File: config.mk
export PLATFORM = sky130hd
export DESIGN_NAME = fp_session_ctrl
export DESIGN_NICKNAME = d
export VERILOG_FILES = /design/src/rtl/fp_session_ctrl.sv
export SDC_FILE = /design/constraint.sdc
export NUM_CORES = 1
export LEC_CHECK = 0
export BUFFER_PORTS_ARGS = -buffer_cell sky130_fd_sc_hd__clkbuf_2
export CELL_PAD_IN_SITES_DETAIL_PLACEMENT = 1
export CELL_PAD_IN_SITES_GLOBAL_PLACEMENT = 1
export CORE_MARGIN = 10
export CORE_UTILIZATION = 46
export CTS_CLUSTER_DIAMETER = 60
export CTS_CLUSTER_SIZE = 14
export DETAILED_ROUTE_END_ITERATION = 10
export PLACE_DENSITY = 0.87
export SYNTH_ARGS = -nofsm -noshare
export SYNTH_HDL_FRONTEND = slang
export SYNTH_SLANG_ARGS = --single-unit
File: constraint.sdc
create_clock -name clk -period 3.7 [get_ports clk]
set_clock_uncertainty 0.2 [all_clocks]
set_input_delay 0.185 -clock clk [delete_from_list [all_inputs] [get_ports clk]]
set_output_delay 0.185 -clock clk [all_outputs]
set_load 0.05 [all_outputs]
File: src/rtl/fp_session_ctrl.sv
// Fingerprint session controller: sequences enroll / capture+match operations,
// drives the packet-engine and match-engine handshakes, and owns the status LEDs.
module fp_session_ctrl #(
  parameter int TIMEOUT_CYCLES = 33_000_000,
  parameter int CNT_W          = 26,
  parameter int RIGHT_TH       = 50,
  parameter int FALSE_TH       = 80
) (
  input  logic       clk,
  input  logic       rst,
  input  logic       update_req,
  input  logic       check_req,
  output logic       pkt_start,
  output logic [1:0] pkt_cmd,
  input  logic       pkt_done,
  input  logic       pkt_err,
  output logic       write_sel,
  output logic       match_start,
  input  logic       match_done,
  input  logic [7:0] max_right,
  input  logic [7:0] max_false,
  output logic       busy,
  output logic       update_led,
  output logic       check_done,
  output logic       match_ok,
  output logic       err
);

  typedef enum logic [2:0] {
    S_IDLE,
    S_ENR_ISSUE,
    S_ENR_WAIT,
    S_CHK_ISSUE,
    S_CHK_WAIT,
    S_MATCH_ISSUE,
    S_MATCH_WAIT,
    S_ERR
  } state_t;

  localparam logic [CNT_W-1:0] LP_LAST     = CNT_W'(TIMEOUT_CYCLES - 1);
  localparam logic [7:0]       LP_RIGHT_TH = 8'(RIGHT_TH);
  localparam logic [7:0]       LP_FALSE_TH = 8'(FALSE_TH);

  state_t           r_state;
  logic [CNT_W-1:0] r_cnt;
  logic             r_pkt_start;
  logic [1:0]       r_pkt_cmd;
  logic             r_write_sel;
  logic             r_match_start;
  logic             r_busy;
  logic             r_update_led;
  logic             r_check_done;
  logic             r_match_ok;
  logic             r_err;

  logic w_timeout;
  logic w_pass;

  assign w_timeout = (r_cnt == LP_LAST);
  assign w_pass    = (max_right > LP_RIGHT_TH) && (max_false < LP_FALSE_TH);

  // Every output is registered on the edge that enters the state it belongs to,
  // so strobes and flags are visible during that state's own cycle.
  always_ff @(posedge clk or posedge rst) begin
    if (rst) begin
      r_state       <= S_IDLE;
      r_cnt         <= '0;
      r_pkt_start   <= 1'b0;
      r_pkt_cmd     <= 2'b00;
      r_write_sel   <= 1'b0;
      r_match_start <= 1'b0;
      r_busy        <= 1'b0;
      r_update_led  <= 1'b0;
      r_check_done  <= 1'b0;
      r_match_ok    <= 1'b0;
      r_err         <= 1'b0;
    end else begin
      r_pkt_start   <= 1'b0;
      r_pkt_cmd     <= 2'b00;
      r_match_start <= 1'b0;
      case (r_state)
        S_IDLE: begin
          if (update_req) begin
            r_state      <= S_ENR_ISSUE;
            r_pkt_start  <= 1'b1;
            r_pkt_cmd    <= 2'b01;
            r_write_sel  <= 1'b0;
            r_busy       <= 1'b1;
            r_err        <= 1'b0;
            r_check_done <= 1'b0;
            r_match_ok   <= 1'b0;
          end else if (check_req) begin
            if (r_update_led) begin
              r_state      <= S_CHK_ISSUE;
              r_pkt_start  <= 1'b1;
              r_pkt_cmd    <= 2'b10;
              r_write_sel  <= 1'b1;
              r_busy       <= 1'b1;
              r_err        <= 1'b0;
              r_check_done <= 1'b0;
              r_match_ok   <= 1'b0;
            end else begin
              r_err <= 1'b1;
            end
          end
        end
        S_ENR_ISSUE: begin
          r_cnt   <= '0;
          r_state <= S_ENR_WAIT;
        end
        S_ENR_WAIT: begin
          if (pkt_done) begin
            r_update_led <= 1'b1;
            r_busy       <= 1'b0;
            r_state      <= S_IDLE;
          end else if (pkt_err || w_timeout) begin
            r_err   <= 1'b1;
            r_state <= S_ERR;
          end else begin
            r_cnt <= r_cnt + CNT_W'(1);
          end
        end
        S_CHK_ISSUE: begin
          r_cnt   <= '0;
          r_state <= S_CHK_WAIT;
        end
        S_CHK_WAIT: begin
          if (pkt_done) begin
            r_match_start <= 1'b1;
            r_state       <= S_MATCH_ISSUE;
          end else if (pkt_err || w_timeout) begin
            r_err   <= 1'b1;
            r_state <= S_ERR;
          end else begin
            r_cnt <= r_cnt + CNT_W'(1);
          end
        end
        S_MATCH_ISSUE: begin
          r_cnt   <= '0;
          r_state <= S_MATCH_WAIT;
        end
        S_MATCH_WAIT: begin
          if (match_done) begin
            r_match_ok   <= w_pass;
            r_check_done <= 1'b1;
            r_busy       <= 1'b0;
            r_state      <= S_IDLE;
          end else if (w_timeout) begin
            r_err   <= 1'b1;
            r_state <= S_ERR;
          end else begin
            r_cnt <= r_cnt + CNT_W'(1);
          end
        end
        S_ERR: begin
          r_busy  <= 1'b0;
          r_state <= S_IDLE;
        end
        default: begin
          r_busy  <= 1'b0;
          r_state <= S_IDLE;
        end
      endcase
    end
  end

  assign pkt_start   = r_pkt_start;
  assign pkt_cmd     = r_pkt_cmd;
  assign write_sel   = r_write_sel;
  assign match_start = r_match_start;
  assign busy        = r_busy;
  assign update_led  = r_update_led;
  assign check_done  = r_check_done;
  assign match_ok    = r_match_ok;
  assign err         = r_err;

endmodule

== Word-level counts from Yosys, hierarchy flattened ==
Index checks and enable logic that the tools add are counted.

* Flip-flop bits (word level): 39
* Input port bits: 23
* Output and inout port bits: 10

* Add/sub/neg operators: 1
* $lt $le $gt $ge: 2
* Equality and inequality tests: 19
* Mux-type cells: 46
* Reductions and logical operators: 18

{| class="wikitable"
|+ Operator list
! kind !! count
|-
| $mux 26 || 4
|-
| $pmux 26 s3 || 1
|-
| $add 26x1->26 const B || 1
|-
| $eq 26x25->1 const B || 1
|-
| $mux 1 || 24
|-
| $mux 3 || 8
|-
| $pmux 3 s8 || 1
|-
| $ne 2x2->1 const B || 7
|-
| $eq 3x3->1 const B || 4
|-
| $reduce_and 5->1 || 2
|-
| $ne 3x3->1 const B || 3
|-
| $gt 8x6->1 const B || 1
|-
| $lt 8x7->1 const B || 1
|-
| $mux 2 || 4
|-
| $eq 3x2->1 const B || 2
|-
| $reduce_and 3->1 || 2
|-
| $reduce_and 6->1 || 1
|-
| $reduce_bool 2->1 || 3
|-
| $reduce_bool 3->1 || 2
|-
| $pmux 1 s2 || 2
|-
| $pmux 1 s4 || 1
|-
| $reduce_and 4->1 || 1
|-
| $reduce_bool 4->1 || 1
|-
| $eq 3x1->1 const B || 1
|-
| 8 further kinds || 8
|}

== Longest topological paths before layout ==
Gate-level depths: netlist of run 1.

* Word-level depth: 5
* Depth in mapped cells: 7
* Depth with buffers taken out: 6

== Worst setup path before layout of run 1 ==
Ideal clock, no wire load.

* Path kind: register to register
* From: register r_cnt[0]
* To: register r_cnt[1]
* Data arrival time: 1803 ps
* Required time: 3421 ps
* Path slack: 1618 ps
* Stages on the path, launching flop included: 8
* Buffers on the path: 1
* Cells stage by stage: dfrtp_1 ha_1 nor4bb_1 nand4_1 nor4b_1 buf_2 nand2b_1 mux2i_1

* Word-level cells in the longest chain between the ends: 4
* Elaborated cells on any way between the ends: 11
* Classes of those cells: add/sub: 1; eq/ne: 3; mux: 5; reduce/logical: 2

{| class="wikitable"
|+ RTL lines
! item !! line !! text
|-
| from (decl) || 45 || <nowiki>logic [CNT_W-1:0] r_cnt;</nowiki>
|-
| from (signal assigned) || 120 || <nowiki>r_cnt <= r_cnt + CNT_W'(1);</nowiki>
|-
| from (signal assigned) || 135 || <nowiki>r_cnt <= r_cnt + CNT_W'(1);</nowiki>
|-
| from (signal assigned) || 152 || <nowiki>r_cnt <= r_cnt + CNT_W'(1);</nowiki>
|-
| $add 26x1->26 or $eq 26x25->1 (tied branches) || n/a ||
|-
| $mux 26, or another cell as far along || 148 || <nowiki>end else if (w_timeout) begin</nowiki>
|-
| $mux 26, or another cell as far along || 143 || <nowiki>if (match_done) begin</nowiki>
|-
| $pmux 26 s3 or $reduce_and 5->1 (tied branches) || n/a ||
|}

Parallel ways exist; a longest one is shown, timed or not. The select of a mux whose other input is x is not followed.
A chain may end at the register's enable or synchronous reset.

== Worst setup path in the final report of run 1 ==
* From: register r_state[2]
* To: register r_cnt[25]

* Word-level cells in the longest chain between the ends: 4
* Elaborated cells on any way between the ends: 15
* Classes of those cells: eq/ne: 10; mux: 1; reduce/logical: 4

{| class="wikitable"
|+ RTL lines
! item !! line !! text
|-
| from (decl) || 44 || <nowiki>state_t r_state;</nowiki>
|-
| from (signal assigned) || 66 || <nowiki>r_state <= S_IDLE;</nowiki>
|-
| from (signal assigned) || 84 || <nowiki>r_state <= S_ENR_ISSUE;</nowiki>
|-
| from (signal assigned) || 94 || <nowiki>r_state <= S_CHK_ISSUE;</nowiki>
|-
| $eq 3x3->1, or another cell as far along || 81 || <nowiki>case (r_state)</nowiki>
|-
| $reduce_or 3->1 (no line) or $reduce_or 2->1 (tied branches) || n/a ||
|-
| $reduce_bool 3->1 (no line) or $ne 2x2->1 (tied branches) || n/a ||
|-
| $reduce_and 5->1 (no line) || n/a ||
|}

Parallel ways exist; a longest one is shown, timed or not.

==> results of run 1 <==
[logic make-up (layout without fill, tap and decap cells)]
family,count (synthesis),in the layout
buffers and inverters,18,48
adder cells (fa/ha/maj),1,1
AO/OA/AOI/OAI,71,71
multiplexers,4,4
AND/OR/NAND/NOR,103,103
XOR/XNOR,3,3
flip-flops,39,39
[stage by stage]
step,utilization (%),hold WS [ps],cell area [µm²]
2_1_floorplan,-,56.1,2180
3_3_place_gp,52.4,118,2340
3_5_place_dp,52.4,114,2340
4_1_cts,55.3,6.96,2470
5_1_grt,55.3,21.4,2470
6_report,55.3,15.8,2470
[layer usage]
metal  share of wire (%)  vias to the layer above  routed length (µm)  global-route usage (%)
met5                   0                        -                   0                       0
met2                  50                       18                2770                    25.1
met4                0.52                        0                  29                    3.82
met1                  46                      959                2560                    19.4
li1                    -                      960                   -                       -
met3                 3.3                        4                 184                    3.86
[repair_timing]
action / in CTS / in global routing
buffers inserted: 0 / 0
setup endpoints to repair: 0 / 0
hold buffers: 3 / 0
endpoints found under the hold margin: 40 / 0
[power breakdown]
part / switching, µW / internal, µW / leakage [µW] / total, µW
logic: 379 / 177 / 0.000483 / 556
clock network: 141 / 170 / 0.0000515 / 311
registers: 101 / 493 / 0.000522 / 593
total: 620 / 840 / 0.00106 / 1460
[worst paths after layout]
path / endpoint / slack (ps) / from / depth (start not counted)
worst max-delay path: r_cnt[25] / 1120 / r_state[2] / 5
worst max register to register: r_cnt[25] / 1120 / r_state[2] / 5
worst min register to register: err / 320 / err / 2
min in group asynchronous: check_done / 350 / rst / 4
max in group asynchronous: pkt_start / 2610 / rst / 4
worst min-delay path: match_ok / 20 / max_false[7] / 3
[cells in the final DEF, fill, tap and decap left out, types with 2 or more instances in the layout]
cell           instances
xnor2_1                2
nand2_1               22
nand3b_1               3
nor2_1                15
dlygate4sd3_1          3
inv_1                  7
nand2b_1               5
nand4_1                7
o31ai_1                9
mux2i_1                3
a211oi_1               2
nand3_1               11
clkbuf_2              28
nor4b_1                2
buf_4                  2
a21o_1                 3
or3_1                  8
and3_1                 4
clkbuf_8               7
and2_1                 2
o21bai_1               2
nor4_1                 2
dfrtp_1               39
a21oi_1               24
or4_1                  9
o21ai_0               15
nor3_1                 6
a31oi_1                3
[critical path, stage by stage (launching register included)]
cell and delay, ps:
dfrtp_1 610, nand2_1 210, nand2_1 300, a21o_1 440, or4_1 540, a21oi_1 180
[cell type report]
cell class / count / area (µm²) / area share [%]
Clock buffer: 8 / 100 / 4.05
Inverter: 7 / 26.3 / 1.06
Multi-Input combinational cell: 182 / 1120 / 45.3
Sequential cell: 39 / 976 / 39.5
Tap cell: 52 / 65.1 / 2.63
Timing Repair Buffer: 33 / 185 / 7.49
==> flow_metrics.tcl, run 1 <==
set metrics [dict create \
    synth_cell_types 50 \
    grt_pass1_vias 1991 \
    grt_max_degree 40 \
    required_ps 3690 \
    yosys_warnings 0 \
    grt_overflow_total 0 \
    clk_latency_ps 280 \
    dpl.cell_count 310 \
    status "completed" \
    final.period_utilization_pct 69.7 \
    nNetsFinal 292 \
    synth_async_sr_flop_share_pct 100 \
    synth_area_um2 2180 \
    p_leak_uw 0.00106 \
    io_buffers 28 \
    clkSinkCount 39 \
    tightest_slew_ps 855 \
    detail_route.vias_per_cell 6.05 \
    antennaDiodeCount 0 \
    drt-initial-drc-count 120 \
    rsz0062_at_grt "false" \
    synth_compound_area_share_pct 20.8 \
    synth_xor_area_share_pct 1.20 \
    cts-root-buf "clkbuf_8" \
    grt_pass1_wl_mm 9.58 \
    synthAdderAreaFrac_pct 0.573 \
    drt_drc_violations_left 0 \
    synth_nets 263 \
    synth_largest_area_cell "dfrtp_1" \
    synth-edff-count 0 \
    die_y_um 88.9 \
    antenna_found_initial 0 \
    synthMuxAreaShare_pct 1.89 \
    hold_path.class "input pin to register" \
    synthTopCellsByCount "dfrtp_1, a21oi_1, nand2_1" \
    layout_setup_ws_ps 1120 \
    gp_congestion 0.774 \
    io_pins 33 \
    ant_nets 0 \
    dieArea_um2 7900 \
    ys_ff_latch 39 \
    yosys.area.top_type_share_pct 44.7 \
    setup_tns_ps 0 \
    end_kind "register" \
    maxCapViolCount 0 \
    synth_area_leaders "dfrtp_1, a21oi_1, nand2_1" \
    yosysMostFrequentCell "dfrtp_1" \
    fillerInstances 536 \
    synth_ff_type "dfrtp_1" \
    first_pass_iters 4 \
    critPathArrivalTime_ps 2580 \
    setup_viol 0 \
    postCtsResizedCells 0 \
    numCtsBuffers 5 \
    max_freq_mhz 388 \
    num_vias 1941 \
    start_util_pct 48.8 \
    hpwl_mm 3.99 \
    rows 24 \
    start_kind "register" \
    instances_no_fill 321 \
    largest_reg_flops 26 \
    finalMaxSlewViolations 0 \
    slew_headroom_pct 43.0 \
    power_uw 1460 \
    regMostFlops "r_cnt" \
    final_hold_viol_count 0 \
    grtUsageTotal_pct 15.2 \
    synth_top_family_by_area "simple AND/OR/NAND/NOR gates" \
    syn_avg_cell_area_um2 9.13 \
    yosysSeqAreaShare_pct 44.7 \
    clockBufferDepth 2 \
    core_um2 4470 \
    routedWlPerCell_um 17.3 \
    h-tree-depth 2 \
    drive_gt1_share_pct 16.4 \
    die_x_um 88.9 \
    area_growth_pct 13.4 \
    ir_worst_vdd_v 0.000383 \
    clk_pin_slew_worst_paths_ps 70 \
    cts_tree "done" \
    p_per_area_nw_per_um2 590 \
    wirelength_mm 5.54 \
    critical_path.max_fanout 19 \
    crit_type "register to register" \
    pre_cts_slack_ps 1110 \
    fin_crit_ps 2580 \
    netlist_instances 239 \
    yosys.area_share.simple_pct 26.9 \
]
(Power assumes the default switching activity.)
==> inputs of run 2 (changes only) <==
--- a/config.mk
+++ b/config.mk
@@ -5,15 +5,16 @@
 export SDC_FILE = /design/constraint.sdc
 export NUM_CORES = 1
 export LEC_CHECK = 0
+export ABC_AREA = 1
 export BUFFER_PORTS_ARGS = -buffer_cell sky130_fd_sc_hd__clkbuf_2
 export CELL_PAD_IN_SITES_DETAIL_PLACEMENT = 1
 export CELL_PAD_IN_SITES_GLOBAL_PLACEMENT = 1
 export CORE_MARGIN = 10
-export CORE_UTILIZATION = 46
+export CORE_UTILIZATION = 38
 export CTS_CLUSTER_DIAMETER = 60
 export CTS_CLUSTER_SIZE = 14
 export DETAILED_ROUTE_END_ITERATION = 10
-export PLACE_DENSITY = 0.87
+export PLACE_DENSITY = 0.79
 export SYNTH_ARGS = -nofsm -noshare
 export SYNTH_HDL_FRONTEND = slang
 export SYNTH_SLANG_ARGS = --single-unit
==> constraint.sdc (replaced) <==
create_clock -name clk -period 2.1 [get_ports clk]
set_clock_uncertainty 0.2 [all_clocks]
set_input_delay 0.105 -clock clk [delete_from_list [all_inputs] [get_ports clk]]
set_output_delay 0.105 -clock clk [all_outputs]
set_load 0.05 [all_outputs]
==> flow_metrics.tcl, run 2 <==
set metrics [dict create \
    synth_cell_types 35 \
    detail_route.vias_per_cell 4.89 \
    wl_met3_um 405 \
    wirelength_mm 8.11 \
    yosysMostFrequentCell "nand2_1" \
    h-tree-depth 2 \
    rows 30 \
    io_pins 33 \
    critical_path.max_fanout 4 \
    dpl.cell_count 518 \
    synth_area_um2 2670 \
    die_x_um 104 \
    ant_nets 0 \
    grt_overflow_total 0 \
    layout_setup_ws_ps 97.4 \
    num_vias 2662 \
    largest_reg_flops 26 \
    met1Wirelength_mm 3.45 \
    nNetsFinal 471 \
    synth_area_leaders "dfrtp_1, nand2_1, nor2_1" \
    grtUsageTotal_pct 14.8 \
    drt_drc_violations_left 0 \
    required_ps 2140 \
    pre_cts_slack_ps 5.89 \
    synthTopCellsByCount "nand2_1, nor2_1, inv_1" \
    clkSinkCount 39 \
    final.period_utilization_pct 95.4 \
    synth_ff_type "dfrtp_1" \
    path_cells "ha_2 -> nand2_2 -> nor2_4 -> buf_6 -> nand2_1 -> nor3_2 -> buf_4 -> xor2_1 -> nand3_2 -> nand2_1" \
    syn_avg_cell_area_um2 7.01 \
    dieArea_um2 10800 \
    grt_pass1_wl_mm 13.6 \
    synth-edff-count 0 \
    hold_path.class "input pin to register" \
    instances_no_fill 544 \
    r2r_slack_ps 100 \
    met2_length_mm 4.14 \
    status "completed" \
    p_per_area_nw_per_um2 1300 \
    yosysSeqAreaShare_pct 36.5 \
    clockBufferDepth 2 \
    max_freq_mhz 499 \
    critPathMaxStageDelay_ps 360 \
    layout_commonest_cell "nand2_1" \
    regMostFlops "r_cnt" \
    netlist_instances 381 \
    critPathArrivalTime_ps 2050 \
    grt_max_degree 40 \
    setup_viol 0 \
    r2r_cells 10 \
    synth_nets 405 \
    drt-initial-drc-count 109 \
    numCtsBuffers 5 \
    hpwl_mm 6.10 \
    highest_layer "met4" \
    final_hold_viol_count 0 \
    start_util_pct 39.1 \
    tightest_slew_ps 537 \
    antenna_found_initial 0 \
    cts-root-buf "clkbuf_8" \
    gp_congestion 0.902 \
    grt_pass1_vias 2882 \
    p_leak_uw 0.00162 \
    ir_worst_vdd_v 0.000762 \
    ys_ff_latch 39 \
    antennaDiodeCount 0 \
    drive_gt1_share_pct 24.1 \
    power_uw 4480 \
    yosys_warnings 0 \
    path_common_cell "nand2_1" \
    end_kind "register" \
    clk_latency_ps 300 \
    cts_tree "done" \
    crit_type "register to register" \
    critPathSlowestCell "dfrtp_1" \
    io_buffers 28 \
    area_growth_pct 28.5 \
    fin_crit_ps 2000 \
    whs_ps 131 \
    yosys.area.top_type_share_pct 36.5 \
    synth_async_sr_flop_share_pct 100 \
    routedWlPerCell_um 14.9 \
    synth_largest_area_cell "dfrtp_1" \
    maxCapViolCount 0 \
    die_y_um 104 \
    slew_headroom_pct 64.2 \
    whs_path_depth 5 \
    first_pass_iters 4 \
    final_cell_mix "nand2_1, nor2_1, inv_1" \
    core_um2 6830 \
    clk_pin_slew_worst_paths_ps 80 \
    finalMaxSlewViolations 0 \
    start_kind "register" \
]
[run 2: path summary, 6_finish.rpt]
kind	start	end
worst max-delay path	r_cnt[1]	r_cnt[24]
worst min-delay path	pkt_err	err
worst max register to register	r_cnt[1]	r_cnt[24]
worst min register to register	busy	busy
max in group asynchronous	rst	pkt_cmd[0]
min in group asynchronous	rst	match_ok
[run 2: cells by family (layout without fill, tap and decap cells)]
kind of cell / count (synthesis) / after routing / share of synthesized area (%)
buf+inv: 51 / 118 / 8.81
simple gates: 240 / 240 / 39.9
flops: 39 / 39 / 36.5
xor+xnor: 18 / 18 / 5.90
fa+ha+maj: 1 / 1 / 0.468
compound gates: 32 / 32 / 8.38
[run 2: final cells by class]
class / count / area [µm²]
Clock buffer: 5 / 68.8
Clock inverter: 3 / 67.6
Fill cell: 889 / 3400
Inverter: 45 / 169
Multi-Input combinational cell: 291 / 1520
Sequential cell: 39 / 976
Tap cell: 96 / 120
Timing Repair Buffer: 65 / 513
[run 2: per-layer routing]
layer  track usage (%)  vias to the layer above
met4              3.48                        0
met5                 0                        -
met3              3.53                       12
met1              16.8                     1264
li1                  -                     1326
met2              27.1                       60
[run 2: timing repair]
action | in CTS | in global routing
pin swaps | 0 | 8
hold buffers | 13 | 0
cloned | 0 | 1
endpoints found under the hold margin | 47 | 0
setup endpoints to repair | 1 | 24
setup buffers | 0 | 4
resized for setup | 1 | 14
[run 2: stage by stage]
stage	cell area, µm²	utilization [%]	setup TNS [ps]
after floorplan	2670	-	0
after global placement	3050	44.6	-0.173
after detailed placement	3050	44.6	0
after CTS	3320	48.6	0
after global routing	3430	50.2	-23.9
final	3430	50.2	0
[run 2: critical path: cells and delay by family, from the launching register on]
kind | cells | cell delay (ps)
AND/OR/NAND/NOR | 6 | 730
buffers and inverters | 2 | 300
adder cells (fa/ha/maj) | 1 | 190
XOR/XNOR | 1 | 180
flip-flops | 1 | 360
[run 2: power by group]
group          total, µW  internal [µW]  switching [µW]
Combinational       2510            947            1560
Sequential          1200            978             223
Clock                772            474             297
==> inputs of run 3 (changes only) <==
--- a/config.mk
+++ b/config.mk
@@ -5,12 +5,11 @@
 export SDC_FILE = /design/constraint.sdc
 export NUM_CORES = 1
 export LEC_CHECK = 0
-export ABC_AREA = 1
 export BUFFER_PORTS_ARGS = -buffer_cell sky130_fd_sc_hd__clkbuf_2
 export CELL_PAD_IN_SITES_DETAIL_PLACEMENT = 1
 export CELL_PAD_IN_SITES_GLOBAL_PLACEMENT = 1
 export CORE_MARGIN = 10
-export CORE_UTILIZATION = 38
+export CORE_UTILIZATION = 39
 export CTS_CLUSTER_DIAMETER = 60
 export CTS_CLUSTER_SIZE = 14
 export DETAILED_ROUTE_END_ITERATION = 10
==> flow_metrics.tcl, run 3 (synthesis gave the netlist of run 1 again) <==
set metrics [dict create \
    clockBufferDepth 2 \
    worstSetupStartpoint "r_cnt[12]" \
    die_x_um 94.8 \
    violations "negative setup slack" \
    layout_setup_ws_ps -205 \
    area_growth_pct 45.4 \
    clk_latency_ps 300 \
    hpwl_mm 4.89 \
    crit_type "register to register" \
    antennaDiodeCount 0 \
    wirelength_mm 8.37 \
    final_area_um2 3170 \
    nNetsFinal 351 \
    final_hold_viol_count 0 \
    detail_route.vias_per_cell 5.92 \
    p_leak_uw 0.00140 \
    status "finished with violations" \
    hold_path.class "input pin to register" \
    dieArea_um2 8990 \
    largest_reg_flops 26 \
    grt_max_degree 40 \
    critPathArrivalTime_ps 2260 \
    rsz0062_at_grt "true" \
    maxCapViolCount 0 \
    ant_nets 0 \
    first_pass_iters 4 \
    fin_util_pct 58.0 \
    die_y_um 94.8 \
    core_um2 5470 \
    final.period_utilization_pct 110 \
    slew_headroom_pct 64.3 \
    layout_commonest_cell "buf_4" \
    p_per_area_nw_per_um2 967 \
    rr_endpoint "r_cnt[25]" \
    num_vias 2369 \
    clkSinkCount 39 \
    drive_gt1_share_pct 41.5 \
    start_util_pct 39.9 \
    r2r_slack_ps -210 \
    fillerInstances 649 \
    max_freq_mhz 434 \
    rows 27 \
    tightest_slew_ps 536 \
    seq_area_um2 978 \
    antenna_found_initial 0 \
    crit_path_end "r_cnt[25]" \
    r2r_cells 8 \
    drt-initial-drc-count 139 \
    whs_ps 113 \
    cts-root-buf "clkbuf_8" \
    dpl_cell_area_um2 2680 \
    regMostFlops "r_cnt" \
    h-tree-depth 2 \
    multiInputGateArea_um2 1350 \
    power_uw 3070 \
    end_kind "register" \
    io_buffers 28 \
    gp_congestion 0.759 \
    drt_drc_violations_left 0 \
    fin_crit_ps 2310 \
    grt_pass1_wl_mm 11.8 \
    clk_pin_slew_worst_paths_ps 90 \
    finalMaxSlewViolations 0 \
    setup_viol 16 \
    start_kind "register" \
    final_cell_mix "buf_4, dfrtp_1, clkbuf_2" \
    critical_path.max_fanout 4 \
    io_pins 33 \
    required_ps 2060 \
    grt_overflow_total 0 \
    cts_tree "done" \
    reg2reg_from "r_cnt[12]" \
    grt_pass1_vias 2369 \
    hp-start "pkt_done" \
    setup_tns_ps -1570 \
    routedWlPerCell_um 20.9 \
    ir_worst_vdd_v 0.000748 \
    grtUsageTotal_pct 16.3 \
    numCtsBuffers 5 \
]
[run 3: repair_timing]
item / CTS / global route
endpoints found under the hold margin: 43 / 0
hold buffers: 5 / 0
gates resized for setup: 11 / 40
cloned: 0 / 2
pin swaps: 15 / 23
setup endpoints to repair: 22 / 24
setup buffers: 6 / 8
[run 3: worst max-delay path: stages (launching register included)]
cell and delay (ps):
dfrtp_1 400, buf_6 130, nand4_1 220, nor4_4 340
nand4_1 210, buf_4 190, buf_4 120, o31ai_1 240
a21oi_1 120
[run 3: worst min path at each step]
stage	endpoint	slack [ps]	cells past startpoint
2_1_floorplan	pkt_cmd[1]	-20	1
3_3_place_gp	pkt_cmd[0]	40	3
4_1_cts	match_start	70	3
3_5_place_dp	pkt_start	50	3
5_1_grt	match_start	110	3
6_report	match_start	110	3
[run 3: cell type report]
class / instances / area share [%]
flip-flops and latches: 39 / 30.8
repair buffers: 90 / 20.3
clock inverters: 3 / 0.473
inverters: 7 / 0.828
clock buffers: 5 / 2.17
well taps: 72 / 2.84
multi-input cells: 184 / 42.5
[run 3: where the power goes]
group | internal (µW) | leakage, µW | switching [µW]
clock | 228 | 0.0000477 | 289
sequential | 872 | 0.000520 | 99.6
combinational | 567 | 0.000832 | 1010
total | 1670 | 0.00140 | 1400
[run 3: metal layers]
layer  vias to the layer above  global-route usage (%)  share of wire (%)
li1                       1083                       -                  -
met1                      1215                    18.8                 40
met2                        53                    29.7                 54
met3                        18                    2.62                3.3
met4                         0                    5.11                2.3
met5                         -                       0                  0
[run 3: metrics by stage]
stage / instances / worst slack, ps
6_report: 400 / -205
5_1_grt: 400 / -287
4_1_cts: 390 / -87.3
3_5_place_dp: 371 / -178
3_3_place_gp: 371 / -81.1
2_1_floorplan: 239 / 18.0
